File: config.mk
export PLATFORM = sky130hd
export DESIGN_NAME = demux1_2
export DESIGN_NICKNAME = d
export VERILOG_FILES = /design/src/rtl/demux_pkg.sv /design/src/rtl/demux_out_reg.sv /design/src/rtl/demux1_2.sv
export SDC_FILE = /design/constraint.sdc
export NUM_CORES = 1
export LEC_CHECK = 0
export BUFFER_PORTS_ARGS = -buffer_cell sky130_fd_sc_hd__buf_2
export CAP_MARGIN = 40
export CORE_MARGIN = 2
export CORE_UTILIZATION = 46
export DETAILED_ROUTE_END_ITERATION = 16
export PLACE_DENSITY = 0.83
export SLEW_MARGIN = 20
export SYNTH_ARGS = -nofsm -noshare
export SYNTH_HDL_FRONTEND = slang
export SYNTH_SLANG_ARGS = --single-unit
File: constraint.sdc
create_clock -name clk -period 3.53 [get_ports clk]
set_input_delay 0.706 -clock clk [delete_from_list [all_inputs] [get_ports clk]]
set_output_delay 0.706 -clock clk [all_outputs]
set_load 0.02 [all_outputs]
File: src/rtl/demux_pkg.sv
// Shared types and constants for the 1-to-2 packet-aware stream demultiplexer.
package demux_pkg;

  typedef enum logic {
    IDLE = 1'b0,
    BUSY = 1'b1
  } state_e;

  localparam logic LANE0 = 1'b0;
  localparam logic LANE1 = 1'b1;

endpackage

File: src/rtl/demux_out_reg.sv
// One-entry valid/ready output register holding a data beat and its last flag.
module demux_out_reg #(
  parameter int WIDTH = 8
) (
  input  logic             clk,
  input  logic             rst,
  input  logic             load,
  input  logic [WIDTH-1:0] d_data,
  input  logic             d_last,
  output logic             q_valid,
  input  logic             q_ready,
  output logic [WIDTH-1:0] q_data,
  output logic             q_last,
  output logic             empty_or_draining
);

  logic             valid_q, valid_d;
  logic [WIDTH-1:0] data_q, data_d;
  logic             last_q, last_d;

  assign empty_or_draining = !valid_q || q_ready;
  assign q_valid = valid_q;
  assign q_data  = data_q;
  assign q_last  = last_q;

  // A load in the same cycle as a drain wins, keeping the lane at full rate.
  always_comb begin
    valid_d = valid_q;
    data_d  = data_q;
    last_d  = last_q;
    if (load) begin
      valid_d = 1'b1;
      data_d  = d_data;
      last_d  = d_last;
    end else if (valid_q && q_ready) begin
      valid_d = 1'b0;
    end
  end

  always_ff @(posedge clk) begin
    if (rst) begin
      valid_q <= 1'b0;
      data_q  <= '0;
      last_q  <= 1'b0;
    end else begin
      valid_q <= valid_d;
      data_q  <= data_d;
      last_q  <= last_d;
    end
  end

endmodule

File: src/rtl/demux1_2.sv
// Registered 1-to-2 stream demultiplexer; the lane is locked for the whole packet.
module demux1_2
  import demux_pkg::*;
#(
  parameter int WIDTH = 8
) (
  input  logic             clk,
  input  logic             rst,
  input  logic [WIDTH-1:0] in_data,
  input  logic             in_valid,
  input  logic             in_last,
  input  logic             in_sel,
  output logic             in_ready,
  output logic [WIDTH-1:0] out0_data,
  output logic             out0_last,
  output logic             out0_valid,
  input  logic             out0_ready,
  output logic [WIDTH-1:0] out1_data,
  output logic             out1_last,
  output logic             out1_valid,
  input  logic             out1_ready
);

  state_e state_q, state_d;
  logic   lock_sel_q, lock_sel_d;
  logic   route, xfer, load0, load1;
  logic   lane0_free, lane1_free;

  // Only the routed lane gates the input; the other lane may stall freely.
  always_comb begin
    route    = (state_q == BUSY) ? lock_sel_q : in_sel;
    in_ready = (route == LANE1) ? lane1_free : lane0_free;
    xfer     = in_valid && in_ready;
    load0    = xfer && (route == LANE0);
    load1    = xfer && (route == LANE1);
  end

  always_comb begin
    state_d    = state_q;
    lock_sel_d = lock_sel_q;
    if (xfer) begin
      if (state_q == IDLE && !in_last) begin
        state_d    = BUSY;
        lock_sel_d = in_sel;
      end else if (state_q == BUSY && in_last) begin
        state_d = IDLE;
      end
    end
  end

  always_ff @(posedge clk) begin
    if (rst) begin
      state_q    <= IDLE;
      lock_sel_q <= LANE0;
    end else begin
      state_q    <= state_d;
      lock_sel_q <= lock_sel_d;
    end
  end

  demux_out_reg #(.WIDTH(WIDTH)) u_lane0 (
    .clk               (clk),
    .rst               (rst),
    .load              (load0),
    .d_data            (in_data),
    .d_last            (in_last),
    .q_valid           (out0_valid),
    .q_ready           (out0_ready),
    .q_data            (out0_data),
    .q_last            (out0_last),
    .empty_or_draining (lane0_free)
  );

  demux_out_reg #(.WIDTH(WIDTH)) u_lane1 (
    .clk               (clk),
    .rst               (rst),
    .load              (load1),
    .d_data            (in_data),
    .d_last            (in_last),
    .q_valid           (out1_valid),
    .q_ready           (out1_ready),
    .q_data            (out1_data),
    .q_last            (out1_last),
    .empty_or_draining (lane1_free)
  );

endmodule

# After elaboration in Yosys (flattened, before gate mapping)
# Cells that the tools add are included.
# word_totals
out_inout_bits,21
word_cells,35
inputBits,15
reg_bits,22
# classes
mux,8
bitwise_logic,2
reduce_logical,17
# op_table
operator,count
two-way mux 1 bit,8
logical AND 1 bit,7
nonzero test 2 bit,3
AND reduction 2 bit,2
zero test 1 bit,3
logical OR 1 bit,2
inverter 1 bit,2

# Logic depth before layout (Yosys ltp)
# depth
word_depth,6
ltp_mapped,5

# By module
# A second synthesis with hierarchy kept.
# hier_totals
cells_unflattened,89
hier_area_um2,904.6
# by_module_without_submodules
module,area_per_inst_um2,cells_per_inst,instances
demux_out_reg,355.3,33,2
demux1_2,193.9,23,1

# Worst setup path before layout
# No wires, ideal clock.
# synth_timing
kind,input to output
startpoint,in in_sel
endpoint,out in_ready
arrival_ns,1.379
path_buffers,0
path_stages,2
path_slack_ns,1.445
cell_sequence,mux2i_2 > mux2_2
# synth_between
elab_chain_len,2
# synth_rtl
item,line_no,rtl
start: declaration,demux1_2.sv:12,"input logic in_sel,"
two-way mux 1 bit,demux1_2.sv:31,route = (state_q == BUSY) ? lock_sel_q : in_sel;
two-way mux 1 bit,demux1_2.sv:32,in_ready = (route == LANE1) ? lane1_free : lane0_free;
end: declaration,demux1_2.sv:13,"output logic in_ready,"
# No other way between the ends.

# Final worst setup path
# Same ends and word-level chain as after synthesis.

==> metrics.md <==
| Metric | Value |
|---|---|
| Via-per-instance ratio | 4.81 |
| Static Leak | 0.597 nW |
| Worst path slowest cell | mux2_2 |
| DPL Wire Length | 1280 um |
| R2R Path Start | state_q |
| Gr usage total | 16.1% |
| Port-buffer cells | 35 |
| Slew headroom | 56.5% |
| F_max | 424 MHz |
| Setup repair bufs after CTS | 0 |
| Unique masters post-synth | 18 |
| First drt pass iteration count | 4 |
| CP most frequent cell | buf_2 |
| Clock Latency Late Sink | 290 ps |
| Clk root buf | clkbuf_4 |
| Final Hold Viols | 0 |
| Clock Power Share | 26.2% |
| Vias in the first global route | 645 |
| Endpoint type of the worst setup path | output pin |
| Diode count | 0 |
| Vias | 698 |
| Post-DR wirelength/cell | 11.5 um |
| Synth Flop Type | dfxtp_1 |
| Required time worst endpoint | 2820 ps |
| Total congestion overflow | 0 |
| Sequential element share of the synthesized area | 50.1% |
| Post-synth EDFFs | 0 |
| Post-layout min period | 2360 ps |
| Die ar. | 2270 um^2 |
| Clock Skew | 1.77 ps |
| First-pass GRT wire length | 2620 um |
| CTS Hold Bufs | 0 |
| Io pins | 36 |
| Row cnt | 15 |
| Max-cap violations | 0 |
| Yosys warnings | 0 |
| Synth-to-layout area growth | 24.6% |
| Async SR Flop Fraction | 0% |
| Initial antenna violation count | 0 |
| Critical path class | in -> out |
| Path type of the worst min-delay path | reg -> reg |
| Reg clk slew, reported paths | 110 ps |
| Placed Area | 1060 um^2 |
| H-tree levels | 1 |
| Net Sw Power | 0.000127 W |
| Flop pwr share | 55.0% |
| Max VDD drop | 274 uV |
| CTS max path bufs | 2 |
| PwrDens | 450 nW/um^2 |
| WHS | 498 ps |
| Cells after synthesis | 85 |
| Final Max Tran Viols | 0 |
| RR Endpoint | u_lane1.q_last |
| Sw Ratio | 25.8% |
| Unrepaired setup endpoints after global routing | no |
| Worst-path maximum fanout | 7 |
| Cell Area, Synth | 878 um^2 |
| Synth Register Bits | 22 |
| Endpoints failing setup | 0 |
| Die width | 47.7 um |
| DRC | 0 |
| Run status | finished, final reports clean |
| Ranking of synthesized cells by area | dfxtp_1 50%, mux2i_1 23%, nor2_1 7.7%, nand2b_1 3.6%, nand3b_1 1.7% |
| Worst-path cell chain | buf_2 > mux2i_2 > mux2_2 > buf_2 |
| Drt first-iter violations | 15 |
| Worst Min Path Start | lock_sel_q |
| Final ANT Viol Nets | 0 |
| Post-synth top area share | 50.1% |
| Pint | 0.000366 W |
| Syn_nets | 101 |
| Leading area contributor after synthesis | dfxtp_1 |
| Avg Cell Area, Syn | 10.3 um^2 |
| Fin nets | 137 |
| Worst path max stage delay | 370 ps |
| Hold path depth | 2 |
| Clk sinks | 22 |
| Final instance area | 1090 um^2 |
| Worst-Margin Slew | 650 ps |
| CTS Buf Count | 3 |
| Post-CTS sizing | 0 |
| CTS tree | done |
| Combinational power share | 18.8% |
| R2R setup slack | 1730 ps |
| Setup TNS Final | 0 ps |
| WP data arrival | 1650 ps |
| CP Launch Type | input pin |
| Core Region | 1760 um^2 |
| Pin count of the biggest net entering global routing | 25 |
| Post-Route WL | 1670 um |
| Worst hold endpoint | lock_sel_q |
| Reg2reg path depth | 4 |
| Initial core utilization | 49.8% |
| Die Y | 47.7 um |
| Layout fillers | 166 |
| RD Place Congestion | 0.732 |
| Fraction of layout cells with a size suffix above 1 | 34.2% |
| Period utilisation layout | 66.8% |
-- power by group through the flow --
stage / logic [W] / clock network (W) / registers (W)
after CTS: 0.0000940 / 0.000135 / 0.000271
after global routing: 0.000103 / 0.000143 / 0.000273
after detailed placement: 0.0000937 / 0 / 0.000277
final: 0.0000929 / 0.000129 / 0.000271
after floorplan: 0.0000480 / 0 / 0.000293
after global placement: 0.0000912 / 0 / 0.000276
-- stage by stage --
stage / cells / worst slack, ps / total power (W) / utilization (%)
2_1_floorplan: 85 / 1440 / 0.000341 / -
3_3_place_gp: 141 / 1210 / 0.000367 / 60.0
3_5_place_dp: 141 / 1190 / 0.000371 / 60.0
4_1_cts: 145 / 1180 / 0.000500 / 62.1
5_1_grt: 145 / 1130 / 0.000519 / 62.1
6_report: 145 / 1170 / 0.000493 / 62.1
-- synthesized netlist by cell type (2+ instances only) --
cell type,instances
a21oi_1,2
clkbuf_1,2
dfxtp_1,22
inv_1,2
mux2i_1,20
nand2b_1,5
nand3_1,2
nand3b_1,2
nor2_1,18
o21ai_0,2
-- worst max-delay path by stage --
stage	start	endpoint	depth (start not counted)
5_1_grt	in_sel	in_ready	4
3_5_place_dp	in_sel	in_ready	4
6_report	in_sel	in_ready	4
4_1_cts	in_sel	in_ready	4
3_3_place_gp	in_sel	in_ready	4
2_1_floorplan	in_sel	in_ready	2
-- layout by cell type, fill, tap and decap left out --
| cell | count |
|---|---|
| nand4b_1 | 1 |
| or2b_1 | 1 |
| clkbuf_4 | 3 |
| nor2_1 | 18 |
| o21ai_0 | 2 |
| a21oi_1 | 2 |
| nand3b_1 | 2 |
| nand4_1 | 1 |
| clkbuf_8 | 1 |
| mux2i_1 | 20 |
| dfxtp_1 | 22 |
| nand3_1 | 2 |
| mux2_2 | 1 |
| mux2i_2 | 1 |
| ha_1 | 1 |
| nand2b_1 | 5 |
| inv_1 | 2 |
| buf_2 | 35 |
-- worst max-delay path: cells and delay by family --
kind / cells / cell delay (ps)
buffers and inverters: 2 / 270
multiplexers: 2 / 670
-- flip-flops by register name, indices dropped and copies added, names as in the netlist --
signal / count
u_lane0.q_valid: 1
u_lane1.q_data: 8
u_lane0.q_last: 1
lock_sel_q: 1
u_lane1.q_last: 1
u_lane0.q_data: 8
state_q: 1
u_lane1.q_valid: 1
-- cells by family after synthesis --
| family | synth area share [%] |
|---|---|
| compound gates | 2.28 |
| fa+ha+maj | 1.42 |
| buf+inv | 3.85 |
| flops | 50.1 |
| mux | 25.6 |
| simple gates | 16.7 |
-- layout make-up --
class,instances,area (um^2),share of cell area [%]
clock buffer,4,36.3,3.31
sequential,22,440,40.2
multi-input combinational,57,404,36.9
tap,25,31.3,2.86
inverter,2,7.51,0.686
timing repair buffer,35,175,16.0
-- routing by layer --
| metal | GRT usage [%] | routed length, um | up-vias |
|---|---|---|---|
| met4 | 3.24 | 0 | 0 |
| li1 | - | - | 356 |
| met3 | 3.77 | 97 | 0 |
| met5 | 0 | 0 | - |
| met2 | 30.9 | 830 | 26 |
| met1 | 17.7 | 737 | 316 |
No activity file was read; power rests on OpenSTA's default activity.
